**src/rtl/cmd_arbiter_pkg.sv**
```systemverilog
// Shared types and widths for the host/internal register-bus command arbiter.
package cmd_arbiter_pkg;

  localparam int ADR_W = 16;
  localparam int DAT_W = 8;
  localparam int SEQ_W = 6;

  typedef enum logic [1:0] {
    ST_IDLE,
    ST_BUS,
    ST_HRSP,
    ST_IACK
  } state_t;

  typedef enum logic {
    SRC_INT  = 1'b0,
    SRC_HOST = 1'b1
  } src_t;

  typedef struct packed {
    logic [SEQ_W-1:0] seq;
    logic             we;
    logic [ADR_W-1:0] adr;
    logic [DAT_W-1:0] dat;
  } host_cmd_t;

  typedef struct packed {
    logic [SEQ_W-1:0] seq;
    logic [DAT_W-1:0] dat;
    logic             err;
  } rsp_t;

endpackage

```
**src/rtl/cmd_arbiter_fifo.sv**
```systemverilog
// Synchronous FIFO with first-word-fall-through head; a push on a full queue is dropped.
module cmd_arbiter_fifo #(
  parameter int  DEPTH   = 4,
  parameter type entry_t = logic [7:0]
) (
  input  logic   clk,
  input  logic   rst,
  input  logic   push,
  input  entry_t din,
  input  logic   pop,
  output entry_t dout,
  output logic   full,
  output logic   empty
);

  localparam int AW = $clog2(DEPTH);

  entry_t        mem [DEPTH];
  logic [AW:0]   wr_ptr;
  logic [AW:0]   rd_ptr;
  logic          do_push;
  logic          do_pop;

  // Extra pointer bit distinguishes full from empty when the indices match.
  assign full    = (wr_ptr[AW] != rd_ptr[AW]) && (wr_ptr[AW-1:0] == rd_ptr[AW-1:0]);
  assign empty   = (wr_ptr == rd_ptr);
  assign do_push = push && !full;
  assign do_pop  = pop && !empty;
  assign dout    = mem[rd_ptr[AW-1:0]];

  always_ff @(posedge clk) begin
    if (rst) begin
      wr_ptr <= '0;
      rd_ptr <= '0;
    end else begin
      if (do_push) wr_ptr <= wr_ptr + (AW+1)'(1);
      if (do_pop)  rd_ptr <= rd_ptr + (AW+1)'(1);
    end
  end

  always_ff @(posedge clk) begin
    if (do_push) mem[wr_ptr[AW-1:0]] <= din;
  end

endmodule

```
**src/rtl/cmd_arbiter.sv**
```systemverilog
// Queues host commands, arbitrates the register bus against an internal requester,
// enforces a bus timeout. Optional response cache for host retransmits: CMD_ARBITER_DEDUP_EN.
module cmd_arbiter
  import cmd_arbiter_pkg::*;
#(
  parameter int HOST_DEPTH = 4,
  parameter int TIMEOUT    = 255
) (
  input  logic             clk,
  input  logic             rst,
  input  logic             host_stb,
  input  logic [SEQ_W-1:0] host_seq,
  input  logic             host_we,
  input  logic [ADR_W-1:0] host_adr,
  input  logic [DAT_W-1:0] host_dat,
  input  logic             int_req,
  input  logic             int_we,
  input  logic [ADR_W-1:0] int_adr,
  input  logic [DAT_W-1:0] int_dat,
  output logic             int_ack,
  output logic [DAT_W-1:0] int_rdat,
  output logic             int_err,
  output logic             bus_stb,
  output logic             bus_we,
  output logic [ADR_W-1:0] bus_adr,
  output logic [DAT_W-1:0] bus_dat_o,
  input  logic [DAT_W-1:0] bus_dat_i,
  input  logic             bus_ack,
  output logic             rsp_valid,
  input  logic             rsp_ready,
  output logic [SEQ_W-1:0] rsp_seq,
  output logic [DAT_W-1:0] rsp_dat,
  output logic             rsp_err,
  output logic [7:0]       ovf_cnt
);

  localparam logic [15:0] TMO_LAST = 16'(TIMEOUT - 1);

  function automatic logic [7:0] sat_inc(input logic [7:0] v);
    return (v == 8'hFF) ? v : v + 8'd1;
  endfunction

  state_t           state;
  state_t           state_n;
  src_t             last_grant;
  src_t             cur_src;
  logic [15:0]      tmo_cnt;
  host_cmd_t        push_cmd;
  host_cmd_t        head;
  logic             q_full;
  logic             q_empty;
  logic             q_pop;
  logic             grant_host;
  logic             grant_int;
  logic             dedup_hit;
  logic             cache_hit;
  logic             bus_done;
  logic [DAT_W-1:0] bus_rdat_c;
  logic             bus_err_c;

  assign push_cmd = {host_seq, host_we, host_adr, host_dat};

  cmd_arbiter_fifo #(
    .DEPTH   (HOST_DEPTH),
    .entry_t (host_cmd_t)
  ) u_fifo (
    .clk   (clk),
    .rst   (rst),
    .push  (host_stb),
    .din   (push_cmd),
    .pop   (q_pop),
    .dout  (head),
    .full  (q_full),
    .empty (q_empty)
  );

  assign bus_stb    = (state == ST_BUS);
  assign rsp_valid  = (state == ST_HRSP);
  assign int_ack    = (state == ST_IACK);
  // Writes and timeouts both report 0x00 as data.
  assign bus_rdat_c = (bus_ack && !bus_we) ? bus_dat_i : '0;
  assign bus_err_c  = !bus_ack;

`ifdef CMD_ARBITER_DEDUP_EN
  rsp_t             cache;
  logic [ADR_W-1:0] cache_adr;
  logic             cache_vld;

  assign cache_hit = cache_vld && (head.seq == cache.seq);

  always_ff @(posedge clk) begin
    if (rst) begin
      cache_vld <= 1'b0;
    end else if (bus_done && cur_src == SRC_HOST) begin
      cache_vld <= 1'b1;
    end else if (grant_int && int_we && int_adr == cache_adr) begin
      cache_vld <= 1'b0;
    end
  end

  always_ff @(posedge clk) begin
    if (bus_done && cur_src == SRC_HOST) begin
      cache     <= '{seq: rsp_seq, dat: bus_rdat_c, err: bus_err_c};
      cache_adr <= bus_adr;
    end
  end
`else
  assign cache_hit = 1'b0;
`endif

  always_comb begin
    state_n    = state;
    q_pop      = 1'b0;
    grant_host = 1'b0;
    grant_int  = 1'b0;
    dedup_hit  = 1'b0;
    bus_done   = 1'b0;
    case (state)
      ST_IDLE: begin
        // With both pending, the host wins only if the internal side went last.
        if (!q_empty && (!int_req || last_grant == SRC_INT)) begin
          grant_host = 1'b1;
          q_pop      = 1'b1;
          if (cache_hit) begin
            dedup_hit = 1'b1;
            state_n   = ST_HRSP;
          end else begin
            state_n   = ST_BUS;
          end
        end else if (int_req) begin
          grant_int = 1'b1;
          state_n   = ST_BUS;
        end
      end
      ST_BUS: begin
        if (bus_ack || tmo_cnt == TMO_LAST) begin
          bus_done = 1'b1;
          state_n  = (cur_src == SRC_HOST) ? ST_HRSP : ST_IACK;
        end
      end
      ST_HRSP: begin
        if (rsp_ready) state_n = ST_IDLE;
      end
      ST_IACK: state_n = ST_IDLE;
      default: state_n = ST_IDLE;
    endcase
  end

  always_ff @(posedge clk) begin
    if (rst) begin
      state      <= ST_IDLE;
      last_grant <= SRC_INT;
      cur_src    <= SRC_INT;
      tmo_cnt    <= '0;
      ovf_cnt    <= '0;
      bus_we     <= 1'b0;
      bus_adr    <= '0;
      bus_dat_o  <= '0;
      rsp_seq    <= '0;
      rsp_dat    <= '0;
      rsp_err    <= 1'b0;
      int_rdat   <= '0;
      int_err    <= 1'b0;
    end else begin
      state   <= state_n;
      tmo_cnt <= (state == ST_BUS) ? tmo_cnt + 16'd1 : '0;
      if (host_stb && q_full) ovf_cnt <= sat_inc(ovf_cnt);

      if (grant_host) begin
        last_grant <= SRC_HOST;
        cur_src    <= SRC_HOST;
        rsp_seq    <= head.seq;
        if (!dedup_hit) begin
          bus_we    <= head.we;
          bus_adr   <= head.adr;
          bus_dat_o <= head.dat;
        end
      end
      if (grant_int) begin
        last_grant <= SRC_INT;
        cur_src    <= SRC_INT;
        bus_we     <= int_we;
        bus_adr    <= int_adr;
        bus_dat_o  <= int_dat;
      end

      if (bus_done) begin
        if (cur_src == SRC_HOST) begin
          rsp_dat <= bus_rdat_c;
          rsp_err <= bus_err_c;
        end else begin
          int_rdat <= bus_rdat_c;
          int_err  <= bus_err_c;
        end
      end

`ifdef CMD_ARBITER_DEDUP_EN
      if (dedup_hit) begin
        rsp_dat <= cache.dat;
        rsp_err <= cache.err;
      end
`endif
    end
  end

endmodule

```
**config.mk**
```make
export PLATFORM = sky130hd
export DESIGN_NAME = cmd_arbiter
export DESIGN_NICKNAME = d
export VERILOG_FILES = /design/src/rtl/cmd_arbiter_pkg.sv /design/src/rtl/cmd_arbiter_fifo.sv /design/src/rtl/cmd_arbiter.sv
export SDC_FILE = /design/constraint.sdc
export NUM_CORES = 1
export LEC_CHECK = 0
export BUFFER_PORTS_ARGS = -buffer_cell sky130_fd_sc_hd__buf_2
export CORE_ASPECT_RATIO = 0.6
export CORE_MARGIN = 1.5
export CORE_UTILIZATION = 39
export CTS_CLUSTER_SIZE = 14
export DETAILED_ROUTE_END_ITERATION = 8
export GPL_ROUTABILITY_DRIVEN = 0
export HOLD_SLACK_MARGIN = 0.15
export PLACE_DENSITY = 0.68
export REMOVE_ABC_BUFFERS = 1
export SLEW_MARGIN = 10
export SYNTH_ARGS = -nofsm -noshare
export SYNTH_HDL_FRONTEND = slang
export SYNTH_SLANG_ARGS = --single-unit
```
**constraint.sdc**
```tcl
create_clock -name clk -period 2.3 [get_ports clk]
set_input_delay 0.46 -clock clk [delete_from_list [all_inputs] [get_ports clk]]
set_output_delay 0.46 -clock clk [all_outputs]
set_load 0.1 [all_outputs]
```
* Word level (Yosys, flattened, before mapping) *
Memories as Yosys holds them, arrays and structs flattened. A register that Yosys moved wholly into a read port is not among the register bits.
Index checks and enable logic that the tools add are counted.

cells by class
  add/sub/neg operators = 4
  multiply operators = 0
  divide/modulo/power cells = 0
  magnitude comparators = 0
  eq/ne operators = 11
  shift-type cells = 0
  mux-type cells = 24
  bitwise logic cells = 3
  reductions and logical operators = 21

operator list
  cell                                                                    count
  16-bit two-way mux                                                      2
  8-bit two-way mux                                                       3
  16-bit by 1-bit adder with 16-bit output, second input constant         1
  16-bit by 8-bit equality test with 1-bit output, second input constant  1
  1-bit two-way mux                                                       12
  2-bit two-way mux                                                       6
  8-bit by 1-bit adder with 8-bit output, second input constant           1
  8-bit equality test, second input constant                              1
  2-bit one-hot mux with 4 select lines                                   1
  3-bit by 1-bit adder with 3-bit output, second input constant           2
  1-bit logical AND                                                       6
  2-bit AND reduction                                                     3
  1-bit zero test                                                         5
  2-bit equality test, second input constant                              2
  2-bit by 1-bit != test with 1-bit output, second input constant         2
  2-bit OR reduction                                                      2
  3-bit equality test                                                     1
  3-bit != test, second input constant                                    1
  1-bit inverter                                                          3
  3-bit AND reduction                                                     1
  2-bit by 1-bit equality test with 1-bit output, second input constant   1
  2-bit equality test                                                     1
  2-bit zero test                                                         1
  1-bit logical OR                                                        2
  2 further kinds                                                         2

word-level totals
  bits in registers = 82
  latch bits = 0
  memory bits (writable) = 124
  memory bits (read-only) = 0
  input port bits = 70
  output and inout port bits = 60
  logic and storage cells = 78
  memories kept = 1

memory list
  memory      depth  width  read ports  clocked after memory_dff  write ports  line                    RTL
  u_fifo.mem  4      31     1           1                         1            cmd_arbiter_fifo.sv:18  entry_t mem [DEPTH];

* Longest topological paths before layout *
Gate-level depths: netlist of the first run.

  depth after elaboration = 8
  gate-level depth with buffers = 7

* Modules after synthesis *
From an unflattened synthesis of the first run, not the netlist that was laid out.

second synthesis, totals
  cells, all modules = 626
  area total of the unflattened synthesis = 8,662.1 um2

modules (own cells, without submodules)
  module            instances  cells each  area each (um2)  sequential area each (um2)
  cmd_arbiter_fifo  1          229         5,029.8          3,883.7
  cmd_arbiter       1          397         3,632.2          1,521.5

* Least setup slack after synthesis of the first run *
Ideal clock, no wire load.

  path type = register -> register
  start point = register state[0]
  end point = register int_err
  arrival time = 2,270 ps
  setup slack = -56 ps
  stages on the path, launching flop included = 7
  buffers on the path = 2
  cells stage by stage = dfxtp_1 > nor2b_1 > clkbuf_1 > nor2b_1 > clkbuf_1 > a21oi_1 > a211oi_1

on the way
  cells in the longest elaborated chain, start to end = 3

RTL lines
  item                                            line                RTL
  start, declared                                 cmd_arbiter.sv:43   state_t state;
  start signal, assigned                          cmd_arbiter.sv:165  state <= state_n;
  2-bit by 1-bit equality test with 1-bit output  --
  net bus_stb                                     cmd_arbiter.sv:23   output logic bus_stb,
  1-bit two-way mux                               cmd_arbiter.sv:118  case (state)
  2-bit AND reduction (no line)                   --
  end signal, assigned                            cmd_arbiter.sv:193  int_err <= bus_err_c;
  end, declared                                   cmd_arbiter.sv:22   output logic int_err,

The timed path passes the listed nets, and every way through them passes these cells.
A chain may end at the register's enable or synchronous reset.

* Worst setup path after layout of the first run *
  start point = register state[0]
  end point = output bus_stb

on the way
  cells in the longest elaborated chain, start to end = 1

RTL lines
  item                                            line               RTL
  2-bit by 1-bit equality test with 1-bit output  cmd_arbiter.sv:77  assign bus_stb = (state == ST_BUS);
  end, declared                                   cmd_arbiter.sv:23

Every way passes these cells.

==> flow_summary.json, run 1 <==
{
  "min_from": "host_adr[14]",
  "clockRootBuffer": "clkbuf_16",
  "cts_tree": "done",
  "cp.required_ns": 1.84,
  "io_buffer_count": 129,
  "reg2reg_to": "u_fifo.mem[1][19]$_DFFE_PP_",
  "hpwl_um": 12200,
  "grt_util_all_layers": 0.170,
  "cts_setup_buffers": 0,
  "hold_class": "primary input to register",
  "insertion_delay_ns": 0.50,
  "synth_area_leaders": "edfxtp_1, dfxtp_1, mux4_2",
  "dp_cells": 947,
  "worst_pin_slew_ns": 0.941,
  "worstSetupStartpointType": "register",
  "drt_iter0_markers": 333,
  "via_per_inst": 5.32,
  "clock_sinks": 208,
  "areaGrowthSynthToFinish_pct": 21.9,
  "syn_avg_cell_area_um2": 14.3,
  "ir_worst_vdd_mv": 0.813,
  "arrival_ns": 1.60,
  "cellPowerDensity_mw_per_mm2": 1210,
  "slowest_delay_ns": 0.41,
  "drt-pass1-iter-count": 5,
  "core-area_mm2": 0.0201,
  "core.rowCount": 40,
  "cts_resized": 0,
  "slew-limit-headroom": 0.371,
  "netlist_area_mm2": 0.00806,
  "die_w_um": 189,
  "crit_family": "flip-flops",
  "end_kind": "output port",
  "antennaDiodeCount": 0,
  "wl_um": 18100,
  "ant_nets": 0,
  "async_flop_share": 0,
  "met2_usage": 0.272,
  "dieArea_mm2": 0.0216,
  "grt_pass1_vias": 5224,
  "p_total_uw": 11900,
  "initial_core_util": 0.401,
  "drc": 0,
  "ys_seq_area_frac": 0.670,
  "grt_max_degree": 59,
  "critPathKind": "register to output port",
  "period_share": 0.895,
  "worstHoldEndpoint": "u_fifo.mem[3][22]$_DFFE_PP_",
  "min_period_ns": 2.06,
  "ys_warn_count": 0,
  "grt-busiest-layer": "met2",
  "max-clock-path-buffers": 3,
  "synth_top_area_cell": "edfxtp_1",
  "fin_nets": 775,
  "wl_per_cell_um": 18.4,
  "cap_violations": 0,
  "die_y_um": 114,
  "status": "complete, no violations",
  "synth-edff-count": 124,
  "fin_skew_ns": 0.0145,
  "htreeDepth": 1,
  "io-pin-count": 130,
  "crit_slowest_cell": "dfxtp_1",
  "synth_seq_cells": 208,
  "fin_hold_ws_ns": 0.182,
  "finalMaxSlewViolations": 0,
  "final_cells": 985,
  "hold_buffers": 0,
  "crit_chain": "nor2b_2 -> clkbuf_4",
  "grt_overflow": 0,
  "grt_use_met1": 0.234,
  "grt_antenna_before_repair": 2,
  "synthDistinctLibCells": 48,
  "p_leak_uw": 0.00352,
  "grt_first_pass_wirelength_um": 28300,
  "timing.fmax_mhz": 486,
  "setup_viol": 0,
  "clkTransAtPathRegs_ns": 0.06,
  "synth_most_common_cell": "edfxtp_1",
  "r2r_start": "u_fifo.wr_ptr[0]$_SDFFE_PP0P_",
  "worstPathMaxFanout": 7,
  "rsz0062_at_grt": "false",
  "reg2reg_slack_ns": 0.24,
  "synth_top_area_share": 0.462,
  "r2r_cells": 4,
  "path_buf_inv": 1,
  "cts_buffers": 21,
  "hold_path_depth": 1,
  "synth_cells": 562,
  "hold_viol": 0,
  "grt_use_met3": 0.0444,
  "num_vias": 5238,
  "stdcell_area_mm2": 0.00983,
  "drive_gt1_frac": 0.313,
  "placed_area_mm2": 0.00915,
  "synthTopCellsByCount": "edfxtp_1, dfxtp_1, nor3_1, mux4_2, nor2_1",
  "synth_flop_cell": "edfxtp_1"
}
cell usage in the layout, fill, tap and decap left out, types with 2 or more instances in the layout:
master / instances
nand4_1: 4
nand2b_1: 5
xnor2_1: 7
xor2_1: 7
and2_2: 4
ha_1: 8
a41oi_4: 2
nor2b_1: 2
buf_4: 8
clkbuf_16: 21
or3_1: 6
dfxtp_2: 2
nor3_1: 54
a211oi_1: 4
dfxtp_1: 82
o31ai_1: 5
clkbuf_8: 4
edfxtp_1: 124
and3_1: 3
inv_1: 11
or4_1: 5
nand2_1: 12
and2_1: 3
buf_12: 7
mux2i_1: 9
mux4_2: 31
a21oi_1: 22
xnor2_2: 2
buf_2: 128
nor4_1: 3
o21ai_1: 8
clkinv_1: 5
a32o_1: 7
o22ai_1: 25
nor2_1: 29
clkbuf_1: 4
nand3_1: 21
o21ai_0: 5
cell type report:
class	instances	area, um^2
Clock buffer	29	596
Clock inverter	9	73.8
Fill cell	1738	10300
Inverter	11	41.3
Multi-Input combinational cell	311	2520
Sequential cell	208	5410
Tap cell	273	342
Timing Repair Buffer	144	848
sequential cells by signal, indices dropped and copies added (netlist names), named ones only:
| name | count |
|---|---|
| ovf_cnt | 8 |
| bus_we | 1 |
| bus_adr | 16 |
| u_fifo.wr_ptr | 3 |
| rsp_err | 1 |
| state | 2 |
| rsp_dat | 8 |
| int_rdat | 8 |
| u_fifo.rd_ptr | 3 |
| u_fifo.mem | 124 |
| bus_dat_o | 8 |
| tmo_cnt | 16 |
| cur_src | 1 |
| int_err | 1 |
| rsp_seq | 6 |
power breakdown:
part | switching, uW | internal (uW) | leakage, uW | total (uW)
sequential | 234 | 4350 | 0.00183 | 4580
clock | 1380 | 1930 | 0.000329 | 3310
combinational | 2890 | 1140 | 0.00137 | 4030
total | 4500 | 7420 | 0.00352 | 11900
logic make-up after synthesis:
kind of cell    share of synthesized area
compound gates                     0.0764
fa+ha+maj                          0.0124
flops                               0.670
xor+xnor                           0.0192
buf+inv                            0.0216
simple gates                        0.102
mux                                0.0978
routing by layer:
metal	part of all wire	up-vias
li1	-	2462
met1	0.44	2538
met2	0.46	210
met3	0.082	24
met4	0.014	4
met5	0.0014	-
worst max-delay path by stage:
stage	startpoint	end	depth (start not counted)	slack, ns
2_1_floorplan	state[0]$_SDFFE_PP0P_	int_err$_SDFFE_PP0P_	4	-0.57
3_3_place_gp	u_fifo.wr_ptr[1]$_SDFFE_PP0P_	u_fifo.mem[2][30]$_DFFE_PP_	4	0.24
3_5_place_dp	u_fifo.wr_ptr[1]$_SDFFE_PP0P_	u_fifo.mem[1][28]$_DFFE_PP_	4	0.09
4_1_cts	state[0]$_SDFFE_PP0P_	bus_stb	2	0.01
5_1_grt	state[0]$_SDFFE_PP0P_	bus_stb	2	0.11
6_report	state[0]$_SDFFE_PP0P_	bus_stb	2	0.24
worst reg2reg max path: cells and delay by family, from the launching register on:
family / cells / cell delay (ns)
AO/OA/AOI/OAI: 1 / 0.44
XOR/XNOR: 1 / 0.22
buffers and inverters: 1 / 0.24
flip-flops: 1 / 0.47
AND/OR/NAND/NOR: 1 / 0.37
through the flow:
stage          setup WS, ns  utilization  setup TNS (ns)
2_1_floorplan        -0.571            -          -18.50
6_report              0.241        0.488               0
3_3_place_gp          0.242        0.455               0
3_5_place_dp         0.0922        0.455               0
4_1_cts              0.0115        0.488               0
5_1_grt               0.107        0.488               0
Power figures use the tool's default switching activity.
==> run 2: changes to the inputs <==
--- a/config.mk
+++ b/config.mk
@@ -13,9 +13,10 @@
 export DETAILED_ROUTE_END_ITERATION = 8
 export GPL_ROUTABILITY_DRIVEN = 0
 export HOLD_SLACK_MARGIN = 0.15
-export PLACE_DENSITY = 0.68
+export PLACE_DENSITY = 0.67
 export REMOVE_ABC_BUFFERS = 1
 export SLEW_MARGIN = 10
 export SYNTH_ARGS = -nofsm -noshare
 export SYNTH_HDL_FRONTEND = slang
+export SYNTH_HIERARCHICAL = 1
 export SYNTH_SLANG_ARGS = --single-unit
==> flow_summary.json, run 2 <==
{
  "synth_flop_cell": "edfxtp_1",
  "timing.fmax_mhz": 458,
  "io_buffer_count": 129,
  "worst_pin_slew_ns": 0.641,
  "netlist_area_mm2": 0.00866,
  "grt_pass1_vias": 5619,
  "setup_viol": 0,
  "clkTransAtPathRegs_ns": 0.07,
  "crit_cells": 2,
  "clockRootBuffer": "clkbuf_16",
  "synth_top_area_cell": "edfxtp_1",
  "synth_seq_cells": 208,
  "p_total_uw": 14100,
  "cts_setup_buffers": 0,
  "core.rowCount": 41,
  "drt-pass1-iter-count": 5,
  "grt_overflow": 0,
  "worstSetupStartpointType": "register",
  "insertion_delay_ns": 0.50,
  "ys_warn_count": 6,
  "period_share": 0.950,
  "reg2reg_slack_ns": 0.23,
  "placed_area_mm2": 0.00981,
  "worstPathMaxFanout": 11,
  "async_flop_share": 0,
  "synthTopCellsByCount": "edfxtp_1, dfxtp_1, a21oi_1, o21ai_0, mux4_2",
  "synth_compound_area_frac": 0.116,
  "largest_reg_flops": 124,
  "synth_area_leaders": "edfxtp_1, dfxtp_1, mux4_2",
  "cts_tree": "done",
  "via_per_inst": 5.51,
  "cap_violations": 0,
  "drive_gt1_frac": 0.340,
  "drt_iter0_markers": 256,
  "cts_buffers": 21,
  "arrival_ns": 1.73,
  "crit_chain": "nor2b_1 -> buf_2",
  "p_leak_uw": 0.00365,
  "ir_worst_vdd_mv": 0.684,
  "layout_common_cells": "buf_2, edfxtp_1, dfxtp_1",
  "die_w_um": 195,
  "synth_most_common_cell": "edfxtp_1",
  "critPathKind": "register to output port",
  "initial_core_util": 0.405,
  "core-area_mm2": 0.0214,
  "synth_top_area_share": 0.430,
  "wl_per_cell_um": 18.9,
  "min_period_ns": 2.19,
  "end_kind": "output port",
  "hold_viol": 0,
  "synth_cells": 626,
  "grt_max_degree": 46,
  "ant_nets": 0,
  "fin_nets": 842,
  "dieArea_mm2": 0.0231,
  "grt_antenna_before_repair": 2,
  "drc": 0,
  "hold_buffers": 0,
  "io-pin-count": 130,
  "areaGrowthSynthToFinish_pct": 20.7,
  "crit_family": "flip-flops",
  "hold_class": "primary input to register",
  "fin_hold_ws_ns": 0.174,
  "num_vias": 5838,
  "cp.required_ns": 1.84,
  "synth-xor-area-share": 0.00910,
  "yosys.area_share.simple": 0.115,
  "htreeDepth": 1,
  "synth.area.mux_share": 0.0959,
  "hpwl_um": 13100,
  "ys_seq_area_frac": 0.624,
  "status": "complete, no violations",
  "grt_first_pass_wirelength_um": 31200,
  "r2r_cells": 8,
  "die_y_um": 118,
  "reg2reg_to": "rsp_seq[0]$_SDFFE_PP0P_",
  "synth_top_family_by_area": "compound AO/OA/AOI/OAI gates",
  "critPathLaunch": "state[0]$_SDFFE_PP0P_",
  "cellPowerDensity_mw_per_mm2": 1350,
  "wl_um": 20000,
  "finalMaxSlewViolations": 0,
  "r2r_start": "u_fifo/rd_ptr[0]$_SDFFE_PP0P_",
  "syn_avg_cell_area_um2": 13.8,
  "grt_util_all_layers": 0.172,
  "clock_sinks": 208,
  "dp_cells": 1020,
  "slew-limit-headroom": 0.571,
  "rsz0062_at_grt": "false",
  "synthDistinctLibCells": 60,
  "path_buf_inv": 1,
  "crit_slowest_cell": "dfxtp_1",
  "slowest_delay_ns": 0.52,
  "fin_skew_ns": 0.0190,
  "max-clock-path-buffers": 3,
  "final_cells": 1059,
  "synth-edff-count": 124,
  "crit_path_end": "bus_stb",
  "final_common_cell": "buf_2",
  "stdcell_area_mm2": 0.0105,
  "synth_fa_ha_area_frac": 0.0116
}
==> run 2: routing by layer <==
layer,track usage,part of all wire,vias to the layer above
met1,0.259,0.50,2856
li1,-,-,2783
met2,0.255,0.43,169
met3,0.0368,0.056,28
met5,0,0.00065,-
met4,0.0329,0.013,2
==> run 2: logic make-up (layout without fill, tap and decap cells) <==
group | after synthesis | after routing
adder cells (fa/ha/maj) | 8 | 8
AND/OR/NAND/NOR | 158 | 158
buffers and inverters | 54 | 207
XOR/XNOR | 9 | 9
multiplexers | 44 | 44
flip-flops | 208 | 208
other | 0 | 1
AO/OA/AOI/OAI | 145 | 145
==> run 2: how the worst min path moves through the flow <==
stage,depth (start not counted),end,start,slack [ns]
detailed placement,2,tmo_cnt[15]$_SDFF_PP0_,tmo_cnt[15]$_SDFF_PP0_,0.46
finish,1,u_fifo/mem[3][14]$_DFFE_PP_,host_adr[6],0.17
floorplan,2,tmo_cnt[15]$_SDFF_PP0_,tmo_cnt[15]$_SDFF_PP0_,0.44
global placement,2,bus_adr[6]$_SDFFE_PP0P_,bus_adr[6]$_SDFFE_PP0P_,0.45
global route,1,u_fifo/mem[2][22]$_DFFE_PP_,host_adr[14],0.16
CTS,1,u_fifo/mem[3][28]$_DFFE_PP_,host_seq[3],0.16
==> run 2: worst reg2reg max path, delay by kind of cell, from the launching register on <==
kind                      cells  cell delay, ns
AOI/OAI and AO/OA             1            0.39
buffers and inverters         2            0.48
DFF                           1            0.35
and+or+nand+nor               3            0.37
xor gates and xnor gates      1            0.15
muxes                         1            0.21
==> run 2: power by group <==
| group | total, uW | switching, uW | internal (uW) |
|---|---|---|---|
| registers | 4960 | 322 | 4640 |
| clock network | 3200 | 1420 | 1780 |
| logic | 5920 | 4290 | 1630 |
| total | 14100 | 6030 | 8060 |
==> run 2: what timing repair did <==
item	in CTS	in global routing
endpoints found under the hold margin	0	0
setup endpoints to repair	0	4
gates resized for setup	0	2
==> run 2: metrics by stage <==
step | setup slack [ns] | utilization | TNS, ns
2_1_floorplan | -1.40 | - | -62.17
3_3_place_gp | 0.240 | 0.459 | 0
3_5_place_dp | 0.188 | 0.459 | 0
4_1_cts | 0.0495 | 0.489 | 0
5_1_grt | 0.0178 | 0.489 | 0
6_report | 0.115 | 0.489 | 0
==> run 2: area by class of cell <==
type	instances	area (um^2)
Fill cell	1851	10900
Tap cell	279	349
Multi-Input combinational cell	364	3040
Antenna cell	1	2.50
Clock inverter	12	67.6
Clock buffer	26	574
Timing Repair Buffer	159	973
Inverter	10	37.5
Sequential cell	208	5410
